File: config.mk
export PLATFORM = sky130hd
export DESIGN_NAME = hazard_forward_unit_flat
export DESIGN_NICKNAME = d
export VERILOG_FILES = /design/src/rtl/hazard_forward_unit_pkg.sv /design/src/rtl/hazard_forward_unit_if.sv /design/src/rtl/hazard_forward_unit_stage_dest_slice.sv /design/src/rtl/hazard_forward_unit.sv /design/src/flat_wrapper.sv
export SDC_FILE = /design/constraint.sdc
export NUM_CORES = 1
export LEC_CHECK = 0
export CORE_MARGIN = 2
export CORE_UTILIZATION = 41
export DETAILED_ROUTE_END_ITERATION = 6
export PLACE_DENSITY = 0.73
export SETUP_SLACK_MARGIN = 0.15
export SLEW_MARGIN = 20
export SYNTH_ARGS = -nofsm -noshare
export SYNTH_HDL_FRONTEND = slang
export SYNTH_HIERARCHICAL = 1
export SYNTH_SLANG_ARGS = --single-unit
File: constraint.sdc
create_clock -name clk -period 1.83 [get_ports clk]
set_input_delay 0.366 -clock clk [delete_from_list [all_inputs] [get_ports clk]]
set_output_delay 0.366 -clock clk [all_outputs]
set_load 0.01 [all_outputs]
File: src/rtl/hazard_forward_unit_pkg.sv
// hazard_forward_unit_pkg: shared widths, forwarding encodings, stage record and match helper
// Contents: REG_W, FWD_RF/FWD_WB/FWD_MEM, REG_ZERO, reg_t, stage_t, hit()
package hazard_forward_unit_pkg;
  localparam int REG_W = 5;
  localparam logic [1:0] FWD_RF = 2'b00;
  localparam logic [1:0] FWD_WB = 2'b01;
  localparam logic [1:0] FWD_MEM = 2'b10;
  localparam logic [REG_W-1:0] REG_ZERO = '0;
  typedef logic [REG_W-1:0] reg_t;
  typedef struct packed {
    reg_t dest;
    logic reg_write;
    logic mem_read;
    logic valid;
  } stage_t;
  // Register 0 is hardwired, so a write to it never produces a forwardable value.
  function automatic logic hit(logic valid, logic reg_write, reg_t dest, reg_t src);
    return valid && reg_write && dest != REG_ZERO && dest == src;
  endfunction
endpackage

File: src/rtl/hazard_forward_unit_if.sv
// hazard_forward_unit_if: ID/EX hazard inputs and forwarding/stall outputs of the hazard unit
// master: pipeline side, drives id_*/ex_* and reads selects/enables; slave: the hazard unit
interface hazard_forward_unit_if import hazard_forward_unit_pkg::*; #(parameter int CNT_W = 16);
  logic id_valid;
  reg_t id_rs;
  reg_t id_rt;
  logic id_uses_rs;
  logic id_uses_rt;
  logic ex_valid;
  reg_t ex_rs;
  reg_t ex_rt;
  reg_t ex_dest;
  logic ex_reg_write;
  logic ex_mem_read;
  logic ex_flush;
  logic [1:0] fwd_a_sel;
  logic [1:0] fwd_b_sel;
  logic pc_write_en;
  logic ifid_write_en;
  logic idex_bubble;
  logic [CNT_W-1:0] stall_count;
  modport master (
    output id_valid, id_rs, id_rt, id_uses_rs, id_uses_rt,
    output ex_valid, ex_rs, ex_rt, ex_dest, ex_reg_write, ex_mem_read, ex_flush,
    input fwd_a_sel, fwd_b_sel, pc_write_en, ifid_write_en, idex_bubble, stall_count
  );
  modport slave (
    input id_valid, id_rs, id_rt, id_uses_rs, id_uses_rt,
    input ex_valid, ex_rs, ex_rt, ex_dest, ex_reg_write, ex_mem_read, ex_flush,
    output fwd_a_sel, fwd_b_sel, pc_write_en, ifid_write_en, idex_bubble, stall_count
  );
endinterface

File: src/rtl/hazard_forward_unit_stage_dest_slice.sv
// stage_dest_slice: one pipeline stage's {dest, reg_write, mem_read, valid} record
// ports: clk, rst_n (sync active-low clear), d (next record), q (registered record)
module stage_dest_slice import hazard_forward_unit_pkg::*; (
  input  logic   clk,
  input  logic   rst_n,
  input  stage_t d,
  output stage_t q
);
  always_ff @(posedge clk) q <= rst_n ? d : '0;
endmodule

File: src/rtl/hazard_forward_unit.sv
// hazard_forward_unit: EX operand forwarding, ID load-use stall and saturating stall counter
// ports: clk, rst_n (sync active-low), bus (slave modport: ID/EX inputs, selects, enables, stall_count)
module hazard_forward_unit import hazard_forward_unit_pkg::*; #(parameter int CNT_W = 16) (
  input logic clk,
  input logic rst_n,
  hazard_forward_unit_if.slave bus
);
  stage_t ex_s, mem_s, wb_s;
  logic mem_a, wb_a, mem_b, wb_b, stall, live;
  logic [CNT_W-1:0] cnt;
  logic unused;
  // A flushed EX instruction enters MEM as invalid so it can never be forwarded.
  assign ex_s = '{bus.ex_dest, bus.ex_reg_write, bus.ex_mem_read, bus.ex_valid & ~bus.ex_flush};
  stage_dest_slice u_mem (.clk(clk), .rst_n(rst_n), .d(ex_s), .q(mem_s));
  stage_dest_slice u_wb (.clk(clk), .rst_n(rst_n), .d(mem_s), .q(wb_s));
  assign mem_a = hit(mem_s.valid, mem_s.reg_write, mem_s.dest, bus.ex_rs);
  assign wb_a = hit(wb_s.valid, wb_s.reg_write, wb_s.dest, bus.ex_rs);
  assign mem_b = hit(mem_s.valid, mem_s.reg_write, mem_s.dest, bus.ex_rt);
  assign wb_b = hit(wb_s.valid, wb_s.reg_write, wb_s.dest, bus.ex_rt);
  assign live = rst_n & bus.ex_valid;
  // MEM holds the newer value, so it wins over WB.
  assign bus.fwd_a_sel = !live ? FWD_RF : mem_a ? FWD_MEM : wb_a ? FWD_WB : FWD_RF;
  assign bus.fwd_b_sel = !live ? FWD_RF : mem_b ? FWD_MEM : wb_b ? FWD_WB : FWD_RF;
  assign stall = bus.id_valid & bus.ex_valid & ~bus.ex_flush & bus.ex_mem_read & bus.ex_reg_write
               & (bus.ex_dest != REG_ZERO)
               & ((bus.id_uses_rs & (bus.id_rs == bus.ex_dest)) | (bus.id_uses_rt & (bus.id_rt == bus.ex_dest)));
  assign bus.pc_write_en = ~(rst_n & stall);
  assign bus.ifid_write_en = ~(rst_n & stall);
  assign bus.idex_bubble = rst_n & stall;
  always_ff @(posedge clk)
    if (!rst_n) cnt <= '0;
    else if (stall && cnt != '1) cnt <= cnt + CNT_W'(1);
  assign bus.stall_count = cnt;
  // Load flags ride along for debug visibility; no hazard decision reads them past EX.
  assign unused = &{1'b0, mem_s.mem_read, wb_s.mem_read};
endmodule

File: src/flat_wrapper.sv
// flat-port wrapper written by rule: the top's interface ports become plain ports
module hazard_forward_unit_flat import hazard_forward_unit_pkg::*;
#(parameter int CNT_W = 16)
  (clk, rst_n, bus_id_valid, bus_id_rs, bus_id_rt, bus_id_uses_rs, bus_id_uses_rt, bus_ex_valid, bus_ex_rs, bus_ex_rt, bus_ex_dest, bus_ex_reg_write, bus_ex_mem_read, bus_ex_flush, bus_fwd_a_sel, bus_fwd_b_sel, bus_pc_write_en, bus_ifid_write_en, bus_idex_bubble, bus_stall_count);
  hazard_forward_unit_if #(.CNT_W(CNT_W)) bus_i ();
  input logic clk;
  input logic rst_n;
  input wire logic [$bits(bus_i.id_valid)-1:0] bus_id_valid;
  input wire logic [$bits(bus_i.id_rs)-1:0] bus_id_rs;
  input wire logic [$bits(bus_i.id_rt)-1:0] bus_id_rt;
  input wire logic [$bits(bus_i.id_uses_rs)-1:0] bus_id_uses_rs;
  input wire logic [$bits(bus_i.id_uses_rt)-1:0] bus_id_uses_rt;
  input wire logic [$bits(bus_i.ex_valid)-1:0] bus_ex_valid;
  input wire logic [$bits(bus_i.ex_rs)-1:0] bus_ex_rs;
  input wire logic [$bits(bus_i.ex_rt)-1:0] bus_ex_rt;
  input wire logic [$bits(bus_i.ex_dest)-1:0] bus_ex_dest;
  input wire logic [$bits(bus_i.ex_reg_write)-1:0] bus_ex_reg_write;
  input wire logic [$bits(bus_i.ex_mem_read)-1:0] bus_ex_mem_read;
  input wire logic [$bits(bus_i.ex_flush)-1:0] bus_ex_flush;
  output wire logic [$bits(bus_i.fwd_a_sel)-1:0] bus_fwd_a_sel;
  output wire logic [$bits(bus_i.fwd_b_sel)-1:0] bus_fwd_b_sel;
  output wire logic [$bits(bus_i.pc_write_en)-1:0] bus_pc_write_en;
  output wire logic [$bits(bus_i.ifid_write_en)-1:0] bus_ifid_write_en;
  output wire logic [$bits(bus_i.idex_bubble)-1:0] bus_idex_bubble;
  output wire logic [$bits(bus_i.stall_count)-1:0] bus_stall_count;
  assign bus_i.id_valid = bus_id_valid;
  assign bus_i.id_rs = bus_id_rs;
  assign bus_i.id_rt = bus_id_rt;
  assign bus_i.id_uses_rs = bus_id_uses_rs;
  assign bus_i.id_uses_rt = bus_id_uses_rt;
  assign bus_i.ex_valid = bus_ex_valid;
  assign bus_i.ex_rs = bus_ex_rs;
  assign bus_i.ex_rt = bus_ex_rt;
  assign bus_i.ex_dest = bus_ex_dest;
  assign bus_i.ex_reg_write = bus_ex_reg_write;
  assign bus_i.ex_mem_read = bus_ex_mem_read;
  assign bus_i.ex_flush = bus_ex_flush;
  assign bus_fwd_a_sel = bus_i.fwd_a_sel;
  assign bus_fwd_b_sel = bus_i.fwd_b_sel;
  assign bus_pc_write_en = bus_i.pc_write_en;
  assign bus_ifid_write_en = bus_i.ifid_write_en;
  assign bus_idex_bubble = bus_i.idex_bubble;
  assign bus_stall_count = bus_i.stall_count;
  hazard_forward_unit #(.CNT_W(CNT_W)) u_core (.clk(clk), .rst_n(rst_n), .bus(bus_i));
endmodule
# After elaboration in Yosys (flattened, before gate mapping)
# Cells that the tools add are included.
# classes
n_addsub	1
n_eq_ne	7
muxes	6
bitwise	14
reduce_logical	12
# op_table
operator	count
$eq A5 B5 Y1	6
$add A16 B1 Y16 const B	1
$ne A16 B16 Y1 const B	1
$reduce_bool A5 Y1	3
$and A1 B1 Y1	11
$logic_and A1 B1 Y1	9
$mux W2	4
$mux W1	2
$not A1 Y1	2
$or A1 B1 Y1	1
# word_totals
reg_bits	30
in_bits	34
output_inout_bits	23
word_cells	47

# Logic depth before layout (Yosys ltp)
# depth
depth_word	8
mapped_depth	7
depth_no_buf	6

# Hierarchy
# The synthesis kept the hierarchy.
# by_module_without_submodules
mod	n_inst	cells_per_inst	area_each_um2	seq_area_each_um2
hazard_forward_unit	1	165	1310.0	320.3
stage_dest_slice	2	16	210.2	160.2

# Worst setup path after synthesis
# Ideal clock, no wire load.
# synth_timing
path_kind	input port to output port
from	input port bus_ex_dest[3]
to	output port bus_pc_write_en
t_arrival_ns	1.594
required_ns	1.464
slack_ns	-0.130
path_stages	6
path_buffers	2
cell_sequence	xor2_1 nor4_1 a32oi_1 clkbuf_1 or2_2 buf_4
# synth_between
elab_chain_cells	6
word_cells_on_any_way	10
classes_between	2 x eq/ne; 7 x bitwise; 1 x reduce/logical
# synth_rtl
item	line_no	source
from (decl)	flat_wrapper.sv:16	input wire logic [$bits(bus_i.ex_dest)-1:0] bus_ex_dest;
$eq A5 B5 Y1	hazard_forward_unit.sv:26	& ((bus.id_uses_rs & (bus.id_rs == bus.ex_dest)) | (bus.id_uses_rt & (bus.id_rt == bus.ex_dest)));
$and A1 B1 Y1	hazard_forward_unit.sv:26	
$or A1 B1 Y1	hazard_forward_unit.sv:26	
$and A1 B1 Y1 *	hazard_forward_unit.sv:26	
$and A1 B1 Y1 *	--	
$not A1 Y1 *	--	
to (decl)	flat_wrapper.sv:22	output wire logic [$bits(bus_i.pc_write_en)-1:0] bus_pc_write_en;
# Mark *: on every way between the ends. The rest lies on a longest branch, timed or not.

# Worst setup path in the final report
# layout_timing
from	register u_core/u_mem/q[4] (netlist bit)
to	output port bus_fwd_a_sel[0]
# layout_between
elab_chain_cells	5
word_cells_on_any_way	6
classes_between	1 x eq/ne; 2 x mux; 3 x reduce/logical
# layout_rtl
item	line_no	source
from (decl)	hazard_forward_unit_stage_dest_slice.sv:7	output stage_t q
from (signal assigned)	hazard_forward_unit_stage_dest_slice.sv:9	always_ff @(posedge clk) q <= rst_n ? d : '0;
$reduce_bool A5 Y1	hazard_forward_unit_pkg.sv:18	return valid && reg_write && dest != REG_ZERO && dest == src;
$logic_and A1 B1 Y1	hazard_forward_unit_pkg.sv:18	
$logic_and A1 B1 Y1 *	hazard_forward_unit_pkg.sv:18	
$mux W2 * (2 in series)	hazard_forward_unit.sv:22	assign bus.fwd_a_sel = !live ? FWD_RF : mem_a ? FWD_MEM : wb_a ? FWD_WB : FWD_RF;
to (decl)	flat_wrapper.sv:20	output wire logic [$bits(bus_i.fwd_a_sel)-1:0] bus_fwd_a_sel;
# Marks and branches as above.

==> reports/results.tsv <==
stage	metric	value	unit
route	wirelength, routed	6.47	mm
finish	number of antenna diodes	0	
synth	Syn Nets	228	
route	Avg WL per Cell	18.1	um
critical_path	Critical path buffers and inverters	2	
critical_path	WP data arrival	2.04	ns
power	Power, Total	1580	uW
critical_path	required time worst endpoint	1.46	ns
status	failing checks	negative setup slack	
route	via count	2038	
cts	Worst-Skew Late Latency	0.28	ns
critical_path	CP delay by family, top	simple AND/OR/NAND/NOR gates	
finish	commonest cells after routing, fill and taps aside	buf_4, dfxtp_1, clkdlybuf4s50_1	
power	internal power	1200	uW
sta	fin crit share	1.31	
global_route	pin count of the biggest net entering global routing	29	
hold_path	hold crit path type	primary input to flip-flop	
power	Gate power share	0.171	
sta	RSZ-0062 raised after global routing	yes	
cts	CTS sink count	30	
critical_path	critical path class	flip-flop to output pin	
finish	# fillers	242	
finish	proportion of layout cells with a drive suffix above 1	0.422	
power	Leakage	0.00144	uW
placed_design	worst slack, placed	-0.871	ns
critical_path	Slowest Stage Delay on Critical Path	0.51	ns
synth	syn avg cell area	8.69	um2
placed_design	hpwl dp	3.47	mm
finish	Synth-to-Final Area Change	90.5	%
cts	CTS tree	built	
sta	Final Hold Vio Count	0	
critical_path	crit path capture type	output pin	
finish	Layout Nets	342	
sta	final worst setup slack	-0.573	ns
route	Starting DRT DRC Count	148	
placed_design	placed cell count	332	
synth	synth warn	6	
power	Switching Share	0.242	
sta	worst clock skew	0.00722	ns
finish	fin area	3200	um2
critical_path	reg-to-reg setup timing slack	-0.06	ns
placed_design	I/O Buffers	56	
route	first-pass iteration count of the detailed router	4	
sta	fin crit period	2.40	ns
global_route	antenna violations before repair	0	
finish	most common cell after layout, fill and taps aside	buf_4	
finish	final std cells w/o fill	358	
cts	H-tree Lvls	2	
sta	Fmax achieved	416	MHz
power	clock share of power	0.401	
run	Max Cap Violations	0	
cts	clock buffer count from CTS	5	
cts	clock transition at the registers of the reported paths	0.06	ns
sta	final setup fails	20	
cts	clock root buffer	clkbuf_8	
sta	max-slew violation count	0	
power	Max IR drop VDD	0.270	mV
synth	post-synthesis cell area	1680	um2
critical_path	worst-path cell with the longest stage delay	or4_1	
power	Reg power frac	0.428	
global_route	All-Layer GR Usage	0.247	
floorplan	die span in y	68.0	um
floorplan	die area	4620	um2
floorplan	die extent in x	68.0	um
cts	Clock Path Buffers	2	
placed_design	GP Congestion	0.864	
global_route	first-pass GRT wire length	8.54	mm
route	Vias/cell	5.69	
global_route	vias in the first global route	1868	
floorplan	Initial Util	0.422	
placed_design	placed cell area	2630	um2
power	Pwr per Cell Area	494	nW/um2
route	Final ANT Viol Nets	0	
cts	number of hold buffers added after CTS	0	
critical_path	Crit Path Max Fanout	2	
status	status	finished, violations left	
floorplan	core area	3970	um2
floorplan	I/O Pins	57	
synth	Cells after Synth	193	
power	NetSw	382	uW
route	detailed-route DRC error count	0	
critical_path	CP Cell Sequence	or4_1 > o211ai_1 > buf_4 > nor4_4 > nand3_2 > nor3b_4 > buf_2	
sta	Slew HR	0.556	
global_route	grt total ovfl	0	
critical_path	kind of start point of the critical path	flip-flop	
floorplan	Std-Cell Rows	23	
sta	Worst-Margin Slew	0.666	ns
## flip-flops by register name, summed over array words and instances, names as in the netlist
signal,count
u_core/bus.stall_count,16
u_core/u_mem/q,7
u_core/u_wb/q,7
## layout make-up
| class | count | area, um2 | share of cell area |
|---|---|---|---|
| Multi-Input combinational cell | 152 | 1340 | 0.419 |
| Timing Repair Buffer | 112 | 1050 | 0.329 |
| Sequential cell | 30 | 611 | 0.191 |
| Clock buffer | 8 | 110 | 0.0345 |
| Tap cell | 50 | 62.6 | 0.0196 |
| Inverter | 6 | 22.5 | 0.00705 |
## final timing paths
kind / end / depth (start not counted) / startpoint
max reg2reg: u_core/bus.stall_count[2] / 7 / u_core/bus.stall_count[1]
max: bus_fwd_a_sel[0] / 7 / u_core/u_mem/q[4]
min reg2reg: u_core/u_wb/q[2] / 1 / u_core/u_mem/q[2]
min: u_core/u_mem/q[6] / 2 / bus_ex_dest[3]
## routing by layer
metal,global-route usage,vias to the layer above,part of all wire
met4,0.0925,0,0.024
li1,-,935,-
met2,0.419,116,0.51
met3,0.0477,17,0.075
met1,0.308,970,0.39
met5,0,-,0
## worst reg2reg max path: stages, from the launching register on
cell and delay [ns]:
dfxtp_2 0.35, ha_4 0.14, and4_4 0.24, buf_6 0.12, nand2_8 0.06, o31ai_4 0.56, or4_4 0.25, a21oi_2 0.05
## power groups by stage
stage	combinational, uW	sequential, uW	clock (uW)
6_report	269	675	633
5_1_grt	286	676	659
4_1_cts	226	675	636
3_5_place_dp	222	689	0
3_3_place_gp	217	689	0
2_1_floorplan	80.5	691	0
## through the flow
stage                     hold WS, ns  setup TNS [ns]   util
after floorplan                 0.435               0      -
after global placement          0.448          -13.39  0.663
after detailed placement        0.449          -14.35  0.663
after CTS                       0.310           -2.04  0.739
after global routing            0.328           -4.83  0.805
final                           0.335           -3.74  0.805
## what timing repair did
item / 4_1_cts / 5_1_grt
resized for setup: 115 / 43
endpoints found under the hold margin: 0 / 0
setup endpoints to repair: 26 / 31
cloned: 2 / 3
setup buffers: 9 / 4
pin swaps: 27 / 16
Power figures use the tool's default switching activity.
